==> config.mk <==
export PLATFORM = sky130hd
export DESIGN_NAME = week5_ex3_scan_sequencer_flat
export DESIGN_NICKNAME = d
export VERILOG_FILES = /design/src/rtl/week5_ex3_scan_sequencer_pkg.sv /design/src/rtl/week5_ex3_scan_sequencer_if.sv /design/src/rtl/week5_ex3_scan_sequencer_tick_counter.sv /design/src/rtl/week5_ex3_scan_sequencer.sv /design/src/flat_wrapper.sv
export SDC_FILE = /design/constraint.sdc
export NUM_CORES = 1
export LEC_CHECK = 0
export CORE_AREA = 4 4 59 61
export DETAILED_ROUTE_END_ITERATION = 16
export DIE_AREA = 0 0 63 65
export HOLD_SLACK_MARGIN = 0.08
export PLACE_DENSITY_LB_ADDON = 0.05
export SYNTH_ARGS = -nofsm -noshare
export SYNTH_HDL_FRONTEND = slang
export SYNTH_SLANG_ARGS = --single-unit
==> constraint.sdc <==
create_clock -name i_clk -period 2.29 [get_ports i_clk]
set_input_delay 0.3435 -clock i_clk [delete_from_list [all_inputs] [get_ports i_clk]]
set_output_delay 0.3435 -clock i_clk [all_outputs]
set_load 0.005 [all_outputs]
==> src/rtl/week5_ex3_scan_sequencer_pkg.sv <==
// rtl/week5_ex3_scan_sequencer_pkg.sv - shared types, widths and select-advance helper for the scan sequencer
package week5_ex3_scan_sequencer_pkg;

  localparam int SEL_W = 2;

  typedef enum logic [1:0] {
    ST_IDLE  = 2'd0,
    ST_SHOW  = 2'd1,
    ST_BLANK = 2'd2
  } state_t;

  // True when the current code is the last one used, so the next advance wraps to 0.
  function automatic logic is_last_sel(input logic [SEL_W-1:0] sel, input int unsigned num_digits);
    return (32'(sel) == num_digits - 1);
  endfunction

  // Next digit code; wraps at num_digits-1 so sel never leaves the legal range.
  function automatic logic [SEL_W-1:0] next_sel(input logic [SEL_W-1:0] sel, input int unsigned num_digits);
    if (is_last_sel(sel, num_digits)) begin
      return '0;
    end
    return sel + SEL_W'(1);
  endfunction

endpackage

==> src/rtl/week5_ex3_scan_sequencer_if.sv <==
// rtl/week5_ex3_scan_sequencer_if.sv - control/select bundle between scan controller and sequencer
interface week5_ex3_scan_sequencer_if;
  import week5_ex3_scan_sequencer_pkg::*;

  logic             en;
  logic             manual;
  logic             step;
  logic [SEL_W-1:0] sel;
  logic             active;
  logic             frame_done;

  modport master (
    output en, manual, step,
    input  sel, active, frame_done
  );

  modport slave (
    input  en, manual, step,
    output sel, active, frame_done
  );

endinterface

==> src/rtl/week5_ex3_scan_sequencer_tick_counter.sv <==
// rtl/week5_ex3_scan_sequencer_tick_counter.sv - clearable up-counter with terminal-count flag
module week5_ex3_scan_sequencer_tick_counter #(
  parameter int WIDTH = 16,
  parameter int LIMIT = 4
) (
  input  logic i_clk,
  input  logic i_rst_n,
  input  logic i_clear,
  input  logic i_inc,
  output logic o_tc
);

  localparam logic [WIDTH-1:0] TC_VALUE = WIDTH'(LIMIT - 1);

  logic [WIDTH-1:0] r_count;

  // Count up while enabled; clear wins so the owner can restart a period at any time.
  always_ff @(posedge i_clk) begin
    if (!i_rst_n || i_clear) begin
      r_count <= '0;
    end else if (i_inc) begin
      r_count <= r_count + WIDTH'(1);
    end
  end

  assign o_tc = (r_count == TC_VALUE);

endmodule

==> src/rtl/week5_ex3_scan_sequencer.sv <==
// rtl/week5_ex3_scan_sequencer.sv - digit-select scan sequencer with dwell, blanking and manual stepping
module week5_ex3_scan_sequencer
  import week5_ex3_scan_sequencer_pkg::*;
#(
  parameter int PRESCALE     = 4,
  parameter int BLANK_CYCLES = 1,
  parameter int NUM_DIGITS   = 4
) (
  input  logic                          i_clk,
  input  logic                          i_rst_n,
  week5_ex3_scan_sequencer_if.slave     io_scan
);

  localparam logic HAS_BLANK   = (BLANK_CYCLES > 0);
  // Blank counter is never entered when there is no gap; keep its limit legal anyway.
  localparam int   BLANK_LIMIT = HAS_BLANK ? BLANK_CYCLES : 1;

  state_t           r_state;
  logic [SEL_W-1:0] r_sel;
  logic             r_active;
  logic             r_frame_done;

  logic w_dwell_tc;
  logic w_blank_tc;
  logic w_dwell_inc;
  logic w_blank_inc;
  logic w_dwell_end;
  logic w_wrap;
  logic [SEL_W-1:0] w_sel_next;

  // Dwell counts only in auto SHOW; manual mode and every period end hold it at 0.
  assign w_dwell_inc = (r_state == ST_SHOW) && io_scan.en && !io_scan.manual && !w_dwell_tc;
  assign w_blank_inc = (r_state == ST_BLANK) && io_scan.en && !w_blank_tc;
  assign w_dwell_end = io_scan.manual ? io_scan.step : w_dwell_tc;
  assign w_wrap      = is_last_sel(r_sel, NUM_DIGITS);
  assign w_sel_next  = next_sel(r_sel, NUM_DIGITS);

  week5_ex3_scan_sequencer_tick_counter #(
    .WIDTH (16),
    .LIMIT (PRESCALE)
  ) u_dwell_cnt (
    .i_clk   (i_clk),
    .i_rst_n (i_rst_n),
    .i_clear (!w_dwell_inc),
    .i_inc   (w_dwell_inc),
    .o_tc    (w_dwell_tc)
  );

  week5_ex3_scan_sequencer_tick_counter #(
    .WIDTH (8),
    .LIMIT (BLANK_LIMIT)
  ) u_blank_cnt (
    .i_clk   (i_clk),
    .i_rst_n (i_rst_n),
    .i_clear (!w_blank_inc),
    .i_inc   (w_blank_inc),
    .o_tc    (w_blank_tc)
  );

  // Scan FSM with registered sel/active/frame_done; disable beats any pending advance.
  always_ff @(posedge i_clk) begin
    if (!i_rst_n) begin
      r_state      <= ST_IDLE;
      r_sel        <= '0;
      r_active     <= 1'b0;
      r_frame_done <= 1'b0;
    end else begin
      r_frame_done <= 1'b0;
      if (!io_scan.en) begin
        r_state  <= ST_IDLE;
        r_sel    <= '0;
        r_active <= 1'b0;
      end else begin
        case (r_state)
          ST_IDLE: begin
            r_state  <= ST_SHOW;
            r_sel    <= '0;
            r_active <= 1'b1;
          end
          ST_SHOW: begin
            if (w_dwell_end) begin
              if (HAS_BLANK) begin
                r_state  <= ST_BLANK;
                r_active <= 1'b0;
              end else begin
                r_sel        <= w_sel_next;
                r_frame_done <= w_wrap;
              end
            end
          end
          ST_BLANK: begin
            if (w_blank_tc) begin
              r_state      <= ST_SHOW;
              r_active     <= 1'b1;
              r_sel        <= w_sel_next;
              r_frame_done <= w_wrap;
            end
          end
          default: begin
            r_state  <= ST_IDLE;
            r_sel    <= '0;
            r_active <= 1'b0;
          end
        endcase
      end
    end
  end

  assign io_scan.sel        = r_sel;
  assign io_scan.active     = r_active;
  assign io_scan.frame_done = r_frame_done;

endmodule
==> src/flat_wrapper.sv <==
// flat-port wrapper written by rule: the top's interface ports become plain ports
module week5_ex3_scan_sequencer_flat import week5_ex3_scan_sequencer_pkg::*;
#(
  parameter int PRESCALE     = 4,
  parameter int BLANK_CYCLES = 1,
  parameter int NUM_DIGITS   = 4
)
  (i_clk, i_rst_n, io_scan_en, io_scan_manual, io_scan_step, io_scan_sel, io_scan_active, io_scan_frame_done);
  week5_ex3_scan_sequencer_if io_scan_i ();
  input  logic i_clk;
  input  logic i_rst_n;
  input wire logic [$bits(io_scan_i.en)-1:0] io_scan_en;
  input wire logic [$bits(io_scan_i.manual)-1:0] io_scan_manual;
  input wire logic [$bits(io_scan_i.step)-1:0] io_scan_step;
  output wire logic [$bits(io_scan_i.sel)-1:0] io_scan_sel;
  output wire logic [$bits(io_scan_i.active)-1:0] io_scan_active;
  output wire logic [$bits(io_scan_i.frame_done)-1:0] io_scan_frame_done;
  assign io_scan_i.en = io_scan_en;
  assign io_scan_i.manual = io_scan_manual;
  assign io_scan_i.step = io_scan_step;
  assign io_scan_sel = io_scan_i.sel;
  assign io_scan_active = io_scan_i.active;
  assign io_scan_frame_done = io_scan_i.frame_done;
  week5_ex3_scan_sequencer #(.PRESCALE(PRESCALE), .BLANK_CYCLES(BLANK_CYCLES), .NUM_DIGITS(NUM_DIGITS)) u_core (.i_clk(i_clk), .i_rst_n(i_rst_n), .io_scan(io_scan_i));
endmodule
==> metrics.md <==
| Metric | Value |
|---|---|
| Status | finished, final reports clean |
| Ports | 9 |
| PnR worst setup slack | 0.558 ns |
| Die Wd | 63 um |
| RR Startpoint | u_core.u_dwell_cnt.r_count[8] |
| Clk_skew | 0.0142 ns |
| Fin crit period | 1.73 ns |
| Cell Area, Synth | 1290 um^2 |
| Setup Buffers After CTS | 0 |
| Pin count of the biggest net entering global routing | 17 |
| Max-Cap Viols | 0 |
| Via density | 5.30 |
| Yosys reg bits | 29 |
| Cell count after synthesis | 148 |
| Core region area | 2980 um^2 |
| Routed vias | 1050 |
| Sequential fraction of the synthesis area | 44.9% |
| RSZ-0062 raised after global routing | no |
| Max Clk Rate | 577 MHz |
| Post-route ant nets | 0 |
| # fillers | 290 |
| Syn Nets | 157 |
| Commonest non-fill, non-tap cells in the layout | dfxtp_1, nor2_1, xnor2_1 |
| TritonRoute pass-1 iters | 4 |
| Measured slew at the worst slew-check pin | 0.371 ns |
| Yosys warning count | 0 |
| Max-slew violation count | 0 |
| WL final | 2.28 mm |
| TritonCTS Buffers | 5 |
| I/O Buffers | 8 |
| WP data required | 2.53 ns |
| Placed cell count | 190 |
| Final Non-Filler Cells | 198 |
| Rows | 20 |
| Critical path endpoint | u_core.u_dwell_cnt.r_count[15] |
| Ant diodes | 0 |
| CP Class | flop to flop |
| Die area | 4100 um^2 |
| EDFF count, synth | 0 |
| # setup viols final | 0 |
| H-tree Lvls | 2 |
| Total GRT Usage | 12.9% |
| Commonest non-fill, non-tap cell in the layout | dfxtp_1 |
| Final Net Count | 173 |
| HPWL after DPL | 1.69 mm |
| Synth area leaders | dfxtp_1, xnor2_1, nor2_1 |
| Slew HR | 74.9% |
| Top cell type by total area after synthesis | dfxtp_1 |
| Crit end category | flop |
| Iter 0 DRT Violations | 47 |
| Hold Vio Cnt, Final | 0 |
| CTS sink count | 29 |
| Setup TNS | 0 ns |
| Worst-path clk slew | 0.09 ns |
| Maximum root-to-sink buffer count | 2 |
| Area growth, synth to finish | 14.2% |
| Post_cts resized | 0 |
| First-pass GRT wire length | 4.11 mm |
| Ys async rst share | 0% |
| Die H | 65 um |
| Global placement routability congestion | 0.787 |
| PwrDens | 559 nW/um^2 |
| CTS tree | yes |
| Hold WC Path Type | flop to flop |
| Startpoint types | flop |
| Crit path largest cell delay | 0.50 ns |
| Worst Reg-to-Reg Cells | 4 |
| Cell Chain, Critical Path | nand4_2, or3_4, or4_1, a21oi_1 |
| Vias in the first global route | 982 |
| Place WS | 0.327 ns |
| Residual DRC | 0 |
| Crit-path max FO | 5 |
| Ratio of cells with drive above 1 in the final layout | 7.27% |
| Root buffer cell | clkbuf_4 |
| Static Leak | 0.484 nW |
| # hold bufs at CTS | 0 |
| Worst R2R Setup Slack | 0.56 ns |
| Netlist cell types | 29 |
| Avg Cell Area, Syn | 8.73 um^2 |
| Reg-to-Reg End | u_core.u_dwell_cnt.r_count[15] |
| Final period util | 75.6% |
| Initial antenna violation count | 0 |
| Grt ovf | 0 |
| Worst path slowest cell | or4_1 |
| Dominant synthesized flop cell | dfxtp_1 |
| Worst-Skew Late Latency | 0.32 ns |
| Worst IR Drop VDD | 0.255 mV |
| Worst Setup SP | u_core.u_dwell_cnt.r_count[8] |
| CP Data Arrival Time | 1.97 ns |
| Wire per inst | 11.5 um |
| Initial Utilization | 43.4% |
| Post-synth top area share | 44.9% |
[where the power goes]
part | switching, mW | internal [mW] | total, mW | leakage [nW]
registers | 0.00369 | 0.506 | 0.510 | 0.234
logic | 0.0113 | 0.0158 | 0.0271 | 0.218
clock network | 0.171 | 0.117 | 0.288 | 0.0320
[layout make-up]
class / instances / area (um^2) / share of cell area [%]
clock buffers: 6 / 41.3 / 2.80
well taps: 33 / 41.3 / 2.80
inverters: 8 / 30.0 / 2.03
clock inverters: 2 / 10.0 / 0.678
multi-input cells: 110 / 678 / 45.9
repair buffers: 10 / 95.1 / 6.44
flip-flops and latches: 29 / 581 / 39.3
[per-layer routing]
metal	share of wire, %	track usage, %	wire length [um]	up-vias
met2	48	22.7	1080	7
met3	2.5	3.64	56	4
li1	-	-	-	545
met5	0	0	0	-
met4	1.1	6.61	26	0
met1	49	14.2	1110	494
[critical path: cells and delay by family, from the launching register on]
| kind | cells | cell delay [ns] |
|---|---|---|
| compound gates | 1 | 0.15 |
| simple gates | 3 | 1.07 |
| flops | 1 | 0.43 |
[kinds of logic (layout without fill, tap and decap cells)]
kind of cell    Yosys count  count (layout)  synth area share, %
fa+ha+maj                 4               4                 3.87
mux                       1               1                0.774
buf+inv                   9              26                 2.61
compound gates           12              12                 5.90
xor+xnor                 18              18                 12.2
simple gates             75              75                 29.7
flops                    29              29                 44.9
[synthesized netlist by cell type (all sizes together) (2+ instances only)]
cell	instances
o31ai	3
xnor2	12
nor4b	2
a21oi	5
dfxtp	29
nor2	25
nand4	4
nor3	7
nand2b	2
inv	8
nand3	10
and3	4
nand2	10
ha	4
or4	3
xor2	6
nor4	4
[state kept, by name, indices dropped and copies added (netlist names)]
register,cells
u_core.u_dwell_cnt.r_count,16
u_core.u_blank_cnt.r_count,8
u_core.io_scan.sel,2
u_core.io_scan.active,1
u_core.io_scan.frame_done,1
u_core.r_state,1
[worst min path at each step]
stage / slack, ns / end / cells past startpoint / start
after floorplan: 0.43 / u_core.u_dwell_cnt.r_count[0] / 1 / u_core.u_dwell_cnt.r_count[0]
after global placement: 0.45 / u_core.u_dwell_cnt.r_count[0] / 1 / u_core.u_dwell_cnt.r_count[0]
after detailed placement: 0.46 / u_core.u_dwell_cnt.r_count[0] / 1 / u_core.u_dwell_cnt.r_count[0]
after CTS: 0.48 / u_core.u_dwell_cnt.r_count[0] / 1 / u_core.u_dwell_cnt.r_count[0]
after global routing: 0.50 / u_core.u_dwell_cnt.r_count[0] / 1 / u_core.u_dwell_cnt.r_count[0]
final: 0.47 / u_core.u_dwell_cnt.r_count[0] / 1 / u_core.u_dwell_cnt.r_count[0]
[through the flow]
step / instance area [um^2] / power [mW] / hold slack (ns) / util, %
after floorplan: 1290 / 0.534 / 0.430 / -
after global placement: 1430 / 0.549 / 0.450 / 47.9
after detailed placement: 1430 / 0.549 / 0.456 / 47.9
after CTS: 1480 / 0.841 / 0.478 / 49.6
after global routing: 1480 / 0.873 / 0.498 / 49.6
final: 1480 / 0.825 / 0.471 / 49.6
(Power assumes the default switching activity.)
